[config.mk]
export PLATFORM = sky130hd
export DESIGN_NAME = mac_operand_packer
export DESIGN_NICKNAME = d
export VERILOG_FILES = /design/src/rtl/sd4_mac_pkg.sv /design/src/rtl/mac_pack_lane_cnt.sv /design/src/rtl/mac_operand_packer.sv
export SDC_FILE = /design/constraint.sdc
export NUM_CORES = 1
export LEC_CHECK = 0
export CAP_MARGIN = 30
export CORE_MARGIN = 2
export CORE_UTILIZATION = 30
export DETAILED_ROUTE_END_ITERATION = 8
export PLACE_DENSITY = 0.48
export SYNTH_ARGS = -nofsm -noshare
export SYNTH_HDL_FRONTEND = slang
export SYNTH_SLANG_ARGS = --single-unit
export TNS_END_PERCENT = 1
[constraint.sdc]
create_clock -name clk -period 2.78 [get_ports clk]
set_input_delay 0.556 -clock clk [delete_from_list [all_inputs] [get_ports clk]]
set_output_delay 0.556 -clock clk [all_outputs]
set_load 0.02 [all_outputs]
[src/rtl/sd4_mac_pkg.sv]
// rtl/sd4_mac_pkg.sv - SD4 MAC operand packer constants and FSM state type
package sd4_mac_pkg;
  localparam int LANES = 9;
  localparam int IMG_W = 8;
  localparam int WGT_W = 4;
  localparam int EXP_W = 5;
  localparam int IDX_W = 4;
  localparam logic [IDX_W-1:0] LAST_IDX = IDX_W'(LANES - 1);

  typedef enum logic {
    IDLE = 1'b0,
    FILL = 1'b1
  } pack_state_t;
endpackage

[src/rtl/mac_pack_lane_cnt.sv]
// rtl/mac_pack_lane_cnt.sv - lane index counter for the operand packer
// clr wins over load-1, load-1 wins over increment.
module mac_pack_lane_cnt
  import sd4_mac_pkg::*;
(
  input  logic             clk,
  input  logic             rst,
  input  logic             load1,
  input  logic             inc,
  input  logic             clr,
  output logic [IDX_W-1:0] idx,
  output logic             is_last
);
  logic [IDX_W-1:0] idx_q, idx_d;

  always_comb begin
    idx_d = idx_q;
    if (clr) begin
      idx_d = '0;
    end else if (load1) begin
      idx_d = IDX_W'(1);
    end else if (inc) begin
      idx_d = idx_q + IDX_W'(1);
    end
  end

  always_ff @(posedge clk or negedge rst) begin
    if (!rst) begin
      idx_q <= '0;
    end else begin
      idx_q <= idx_d;
    end
  end

  assign idx     = idx_q;
  assign is_last = (idx_q == LAST_IDX);
endmodule

[src/rtl/mac_operand_packer.sv]
// rtl/mac_operand_packer.sv - packs serial (image, weight) beats into one MAC frame
// Optional MAC_PACK_RESYNC_CNT_EN adds the saturating framing-error counter port resync_cnt.
module mac_operand_packer
  import sd4_mac_pkg::*;
(
  input  logic                   clk,
  input  logic                   rst,
  input  logic                   in_valid,
  output logic                   in_ready,
  input  logic                   in_first,
  input  logic [IMG_W-1:0]       in_image,
  input  logic [WGT_W-1:0]       in_weight,
  input  logic [EXP_W-1:0]       in_exp_bias,
  output logic                   out_valid,
  input  logic                   out_ready,
  output logic [LANES*IMG_W-1:0] image_out,
  output logic [LANES*WGT_W-1:0] weight_out,
  output logic [EXP_W-1:0]       exp_bias_out
`ifdef MAC_PACK_RESYNC_CNT_EN
  ,
  output logic [7:0]             resync_cnt
`endif
);
  pack_state_t state_q, state_d;
  // Element [LANES-1] holds lane 0 so the packed vectors put lane 0 in the MSBs.
  logic [LANES-1:0][IMG_W-1:0] img_buf_q, img_buf_d;
  logic [LANES-1:0][WGT_W-1:0] wgt_buf_q, wgt_buf_d;
  logic [EXP_W-1:0]            bias_buf_q, bias_buf_d;
  logic [LANES-1:0][IMG_W-1:0] image_out_q, image_out_d;
  logic [LANES-1:0][WGT_W-1:0] weight_out_q, weight_out_d;
  logic [EXP_W-1:0]            exp_bias_out_q, exp_bias_out_d;
  logic                        out_valid_q, out_valid_d;

  logic             accept;
  logic             load1, inc, clr;
  logic [IDX_W-1:0] idx;
  logic [IDX_W-1:0] lane_pos;
  logic             is_last;

  mac_pack_lane_cnt u_lane_cnt (
    .clk     (clk),
    .rst     (rst),
    .load1   (load1),
    .inc     (inc),
    .clr     (clr),
    .idx     (idx),
    .is_last (is_last)
  );

  // Only the completing beat can stall, and only behind an undrained frame.
  assign in_ready = rst && !(is_last && out_valid_q && !out_ready);
  assign accept   = in_valid && in_ready;
  assign lane_pos = LAST_IDX - idx;

  always_comb begin
    state_d        = state_q;
    img_buf_d      = img_buf_q;
    wgt_buf_d      = wgt_buf_q;
    bias_buf_d     = bias_buf_q;
    image_out_d    = image_out_q;
    weight_out_d   = weight_out_q;
    exp_bias_out_d = exp_bias_out_q;
    out_valid_d    = out_valid_q && !out_ready;
    load1          = 1'b0;
    inc            = 1'b0;
    clr            = 1'b0;
    if (accept) begin
      if (in_first) begin
        img_buf_d[LANES-1] = in_image;
        wgt_buf_d[LANES-1] = in_weight;
        bias_buf_d         = in_exp_bias;
        load1              = 1'b1;
        state_d            = FILL;
      end else if (state_q == FILL) begin
        if (is_last) begin
          image_out_d     = img_buf_q;
          image_out_d[0]  = in_image;
          weight_out_d    = wgt_buf_q;
          weight_out_d[0] = in_weight;
          exp_bias_out_d  = bias_buf_q;
          out_valid_d     = 1'b1;
          clr             = 1'b1;
          state_d         = IDLE;
        end else begin
          img_buf_d[lane_pos] = in_image;
          wgt_buf_d[lane_pos] = in_weight;
          inc                 = 1'b1;
        end
      end
    end
  end

  always_ff @(posedge clk or negedge rst) begin
    if (!rst) begin
      state_q        <= IDLE;
      img_buf_q      <= '0;
      wgt_buf_q      <= '0;
      bias_buf_q     <= '0;
      image_out_q    <= '0;
      weight_out_q   <= '0;
      exp_bias_out_q <= '0;
      out_valid_q    <= 1'b0;
    end else begin
      state_q        <= state_d;
      img_buf_q      <= img_buf_d;
      wgt_buf_q      <= wgt_buf_d;
      bias_buf_q     <= bias_buf_d;
      image_out_q    <= image_out_d;
      weight_out_q   <= weight_out_d;
      exp_bias_out_q <= exp_bias_out_d;
      out_valid_q    <= out_valid_d;
    end
  end

  assign out_valid    = out_valid_q;
  assign image_out    = image_out_q;
  assign weight_out   = weight_out_q;
  assign exp_bias_out = exp_bias_out_q;

`ifdef MAC_PACK_RESYNC_CNT_EN
  logic [7:0] resync_q, resync_d;
  logic       frame_err;

  assign frame_err = accept && (in_first ? (state_q == FILL) : (state_q == IDLE));

  always_comb begin
    resync_d = resync_q;
    if (frame_err && resync_q != 8'hFF) begin
      resync_d = resync_q + 8'd1;
    end
  end

  always_ff @(posedge clk or negedge rst) begin
    if (!rst) begin
      resync_q <= '0;
    end else begin
      resync_q <= resync_d;
    end
  end

  assign resync_cnt = resync_q;
`endif
endmodule

==> metrics.csv, run 1 <==
stage;metric;value;unit
clock_tree;cts_tree;done;
logic_synthesis;ys_ff_latch;220;
logic_synthesis;async_reset_ff_frac;1.00;
clock_tree;clock_latency;0.52;ns
logic_synthesis;yosys.area.top_type;dfrtp_1;
route;wl;19600;microns
flow_run;drv_cap;0;
sta;tns;0;ns
logic_synthesis;synth_edf_count;0;
sta;min_period_over_period;0.946;
placement;dp_hpwl;13000;microns
logic_synthesis;synth_ff_type;dfrtp_1;
setup_path;cp-end-kind;primary output;
clock_tree;cts.path.max_buffers;3;
placement;dpl_worst_slack;0.179;ns
pwr;pwr-share-seq;0.480;
sta;fin_crit;2.63;ns
status;status;finished, final reports clean;
clock_tree;clk_pin_slew_worst_paths;0.06;ns
global_route;grt_max_degree;162;
route;dr.pass1.iters;4;
global_route;antenna_found_initial;0;
logic_synthesis;yosysMostFrequentCell;dfrtp_1;
route;drc;0;
pwr;p_leak;5.44;nW
sta;setup_slack;0.149;ns
logic_synthesis;seq_area_frac_synth;0.641;
route;drtAntennaViolNets;0;
placement;port_buffers;136;
setup_path;r2r-end;wgt_buf_q[34];
floorplanning;fp.dieH;173;microns
floorplanning;initial_core_util;0.307;
sta;hold_violations;0;
clock_tree;clkSinkCount;220;
floorplanning;ioPinCount;137;
pwr;p_per_area;743;mW/mm^2
pwr;worst_ir_drop_vdd;0.000394;V
logic_synthesis;synth_commonest_cells;220 x dfrtp_1, 161 x mux2_2, 30 x mux2_4, 23 x mux2_1, 14 x buf_2;
pwr;internal-power;6.43;mW
sta;rsz0062_at_grt;false;
sta;fin_skew;0.0146;ns
sta;slew_violations;0;
logic_synthesis;synth_top_cells_by_area;dfrtp_1 64%, mux2_2 21%, mux2_4 5.2%;
layout;nets;706;
setup_path;critPathMaxFanout;6;
setup_path;r2r_cells;8;
floorplanning;fp-row-count;61;
sta;relSlewSlack;0.413;
setup_path;crit_chain;inv_1 -> ha_1 -> nand3b_1 -> o21a_1 -> dlygate4sd2_1;
placement;gp_congestion;0.818;
setup_path;r2r_slack;0.35;ns
setup_path;crit_slowest_cell;dfrtp_1;
global_route;grtUsageTotal;0.133;
layout;fin_util;0.404;
setup_path;path_class;reg -> out;
hold_path;min_path_type;in -> async;
logic_synthesis;ys_types;34;
pwr;pwr-share-comb;0.123;
clock_tree;cts_setup_buffers;0;
clock_tree;cts-buffers-inserted;25;
global_route;grt_pass1_vias;5292;
route;vias;4846;
setup_path;cp_slowest_stage_delay;0.44;ns
layout;final_layout_size_suffix_gt1_frac;0.376;
route;wl_per_cell;18.3;microns
floorplanning;coreArea;0.0280;sq mm
logic_synthesis;avgSynthCellArea;16.5;sq um
logic_synthesis;synthCells;521;
global_route;grt_pass1_wl;31500;microns
logic_synthesis;ys_warn_count;0;
route;drt_iter0_markers;250;
setup_path;cp-start-kind;register;
route;vias_per_cell;4.51;
sta;worstMarginPinSlew;0.881;ns
setup_path;r2r_start;u_lane_cnt.idx[0];
setup_path;required;2.22;ns
sta;finalSetupViolCount;0;
sta;max_freq;380;MHz
layout;antennaDiodeCount;0;
clock_tree;cts-root-buf;clkbuf_16;
logic_synthesis;synth_top_area_share;0.641;
pwr;p_clk_frac;0.397;
logic_synthesis;syn_nets;548;
pwr;power_switching;1.97;mW
floorplanning;die-area;0.0300;sq mm
sta;holdWs;0.428;ns
clock_tree;htreeDepth;1;
setup_path;critPathArrivalTime;2.07;ns
floorplanning;die_w;173;microns
layout;syn_to_final_growth;31.7;%
logic_synthesis;syn_area;0.00859;sq mm
global_route;overflow;0;
pwr;switching_share;0.235;
## power by group through the flow
stage                     Clock [mW]  Sequential [mW]  Combinational [mW]
final                           3.34             4.04                1.03
after global routing            3.60             4.12                1.12
after CTS                       3.46             4.05                1.05
after detailed placement           0             4.10                1.05
after global placement             0             4.08                1.01
after floorplan                    0             4.01               0.704
## worst max path at each step
stage | from | endpoint | slack, ns | cells after the start
final | u_lane_cnt.idx[0] | in_ready | 0.15 | 5
after global routing | u_lane_cnt.idx[0] | in_ready | 0.05 | 5
after CTS | u_lane_cnt.idx[0] | in_ready | 0.12 | 5
after detailed placement | in_valid | img_buf_q[20] | 0.18 | 6
after global placement | in_valid | img_buf_q[21] | 0.18 | 6
after floorplan | u_lane_cnt.idx[0] | img_buf_q[66] | 0.69 | 8
## layout by cell type (no fill, tap or decap), drive strengths merged, types with 2 or more instances in the layout
cell type	n
a31oi	2
o21ai	6
nand2b	2
clkinv	3
nor2	6
mux2	214
clkbuf	38
clkdlybuf4s50	134
nand2	16
ha	5
or2	2
bufinv	2
buf	18
and2	2
nand3	3
a21oi	4
inv	4
dfrtp	220
nor2b	2
## critical path: cells and delay by family (launching register included)
family | cells | cell delay, ns
compound gates | 1 | 0.20
fa+ha+maj | 1 | 0.27
buf+inv | 2 | 0.51
flops | 1 | 0.44
simple gates | 1 | 0.12
## logic make-up (layout without fill, tap and decap cells)
| family | count (synthesis) | in the layout | synth area share |
|---|---|---|---|
| AO/OA/AOI/OAI | 19 | 19 | 0.0144 |
| multiplexers | 214 | 214 | 0.294 |
| flip-flops | 220 | 220 | 0.641 |
| adder cells (fa/ha/maj) | 5 | 5 | 0.00729 |
| buffers and inverters | 26 | 202 | 0.0182 |
| AND/OR/NAND/NOR | 37 | 37 | 0.0251 |
## registers in the layout, summed over array words and instances, names as in the netlist
signal          flops
image_out          72
img_buf_q          64
weight_out         36
wgt_buf_q          32
bias_buf_q          5
exp_bias_out        5
u_lane_cnt.idx      4
out_valid           1
state_q             1
## what timing repair did
item,in CTS,in global routing
setup endpoints to repair,1,0
hold buffers,1,0
resized for setup,1,0
hold endpoints to repair,5,0
## routing by layer
layer | global-route usage | share of wire
met5 | 0 | 0
met4 | 0.0410 | 0.026
met3 | 0.0235 | 0.037
met2 | 0.221 | 0.48
met1 | 0.176 | 0.46
## final cells by class
| cell class | count | area [sq um] |
|---|---|---|
| clock buffers | 38 | 764 |
| clock inverters | 7 | 91.3 |
| fillers | 2598 | 16700 |
| inverters | 3 | 11.3 |
| multi-input cells | 275 | 2940 |
| flip-flops and latches | 220 | 5510 |
| well taps | 378 | 473 |
| repair buffers | 154 | 1530 |
## metrics by stage
step,cells,power (mW),area [sq um]
global placement,1029,5.09,10400
detailed placement,1029,5.14,10400
global route,1075,8.84,11300
CTS,1075,8.56,11300
floorplan,521,4.72,8590
finish,1075,8.41,11300
Power figures use the tool's default switching activity.
==> run 2, diff against run 1 <==
--- a/config.mk
+++ b/config.mk
@@ -6,7 +6,7 @@
 export NUM_CORES = 1
 export LEC_CHECK = 0
 export CAP_MARGIN = 30
-export CORE_MARGIN = 2
+export CORE_MARGIN = 5
 export CORE_UTILIZATION = 30
 export DETAILED_ROUTE_END_ITERATION = 8
 export PLACE_DENSITY = 0.48
==> metrics.csv, run 2 (synthesis results as in run 1) <==
stage;metric;value;unit
pwr;internal-power;6.35;mW
floorplanning;die_w;179;microns
floorplanning;coreArea;0.0285;sq mm
route;drtAntennaViolNets;0;
layout;fin_util;0.398;
setup_path;cp-start-kind;register;
global_route;grt_pass1_wl;31800;microns
clock_tree;htreeDepth;1;
setup_path;path_class;reg -> out;
sta;worstMarginPinSlew;0.760;ns
setup_path;required;2.22;ns
layout;antennaDiodeCount;0;
sta;finalSetupViolCount;0;
global_route;grt_max_degree;136;
setup_path;critPathArrivalTime;2.10;ns
status;status;finished, final reports clean;
clock_tree;cts_tree;done;
setup_path;cp_top_family;buffers and inverters;
layout;nets;704;
global_route;overflow;0;
layout;largest_register_ffs;72;
layout;syn_to_final_growth;32.1;%
setup_path;crit_chain;inv_1 -> ha_2 -> nand3b_1 -> o21a_1 -> dlygate4sd2_1;
clock_tree;clkSinkCount;220;
clock_tree;clock_latency;0.52;ns
pwr;pwr-share-seq;0.483;
setup_path;cp_slowest_stage_delay;0.45;ns
placement;dp_hpwl;13700;microns
sta;hold_violations;0;
route;vias;4777;
global_route;grtUsageTotal;0.128;
pwr;p_per_area;738;mW/mm^2
sta;min_period_over_period;0.956;
clock_tree;cts_setup_buffers;0;
pwr;p_leak;5.44;nW
setup_path;r2r_start;u_lane_cnt.idx[0];
setup_path;cp-end-kind;primary output;
floorplanning;initial_core_util;0.302;
setup_path;critPathLaunch;u_lane_cnt.idx[0];
setup_path;crit_slowest_cell;dfrtp_1;
sta;fin_skew;0.0128;ns
setup_path;r2r_slack;0.24;ns
pwr;power_switching;2.02;mW
sta;max_freq;376;MHz
pwr;p_total;8.37;mW
global_route;antenna_found_initial;1;
setup_path;critPathMaxFanout;6;
route;drc;0;
sta;relSlewSlack;0.494;
route;wl;20400;microns
clock_tree;cts-buffers-inserted;25;
global_route;grt_pass1_vias;5209;
placement;port_buffers;136;
setup_path;crit_buf_inv;2;
floorplanning;ioPinCount;137;
pwr;switching_share;0.242;
floorplanning;die-area;0.0321;sq mm
sta;holdWs;0.489;ns
sta;tns;0;ns
pwr;p_clk_frac;0.393;
hold_path;min_path_type;in -> async;
sta;rsz0062_at_grt;false;
floorplanning;fp.dieH;179;microns
pwr;pwr-share-comb;0.124;
layout;final_layout_size_suffix_gt1_frac;0.378;
floorplanning;fp-row-count;62;
layout;fin_cells;1080;
setup_path;critPathCapture;in_ready;
layout;final_cell_mix;220 x dfrtp_1, 161 x mux2_2, 134 x clkdlybuf4s50_1;
setup_path;crit_cells;5;
placement;place_inst;1033;
clock_tree;cts.path.max_buffers;3;
setup_path;r2r_cells;8;
sta;fin_crit;2.66;ns
flow_run;drv_cap;0;
route;vias_per_cell;4.42;
sta;slew_violations;0;
route;dr.pass1.iters;4;
route;drt_iter0_markers;159;
layout;final_common_cell;dfrtp_1;
clock_tree;clk_pin_slew_worst_paths;0.06;ns
pwr;worst_ir_drop_vdd;0.000341;V
clock_tree;cts-root-buf;clkbuf_16;
setup_path;r2r-end;img_buf_q[66];
route;wl_per_cell;18.9;microns
placement;gp_congestion;0.831;
-- run 2: worst register-to-register path, cell delays in order (launching register included) --
cell     delay (ns)
dfrtp_1        0.45
inv_1          0.21
ha_2           0.26
nor2b_1        0.26
a21oi_1        0.16
o21ai_0        0.22
nor3b_4        0.24
buf_4          0.25
mux2_2         0.37
-- run 2: layer usage --
metal	global-route usage	routed length (microns)	part of all wire
met4	0.0267	258	0.013
met3	0.0243	951	0.047
met1	0.171	9040	0.44
met5	0	0	0
met2	0.217	10200	0.50
-- run 2: area by class of cell --
class | count | area (sq um)
inverter | 3 | 11.3
tap | 384 | 480
clock buffer | 33 | 706
clock inverter | 13 | 136
fill | 2665 | 17100
timing repair buffer | 152 | 1560
multi-input combinational | 275 | 2940
sequential | 220 | 5510
-- run 2: through the flow --
step,worst slack (ns),cell area [sq um]
finish,0.122,11300
global route,0.0164,11300
CTS,0.0684,11300
detailed placement,0.168,10500
global placement,0.201,10500
floorplan,0.688,8590
-- run 2: timing repair --
action	4_1_cts	5_1_grt
gates resized for setup	1	1
hold endpoints to repair	26	0
hold buffers	1	0
setup endpoints to repair	1	1
-- run 2: how the worst min path moves through the flow --
stage / start / endpoint / depth (start not counted)
after floorplan: rst / bias_buf_q[0] / 0
after global placement: rst / state_q / 1
after detailed placement: rst / state_q / 1
after CTS: rst / image_out[47] / 2
after global routing: rst / image_out[47] / 2
final: rst / state_q / 2
-- run 2: power by group through the flow --
| stage | logic, mW | registers (mW) | clock network, mW |
|---|---|---|---|
| after global placement | 1.01 | 4.09 | 0 |
| final | 1.04 | 4.04 | 3.29 |
| after CTS | 1.06 | 4.05 | 3.41 |
| after detailed placement | 1.05 | 4.11 | 0 |
| after global routing | 1.14 | 4.12 | 3.55 |
| after floorplan | 0.704 | 4.01 | 0 |
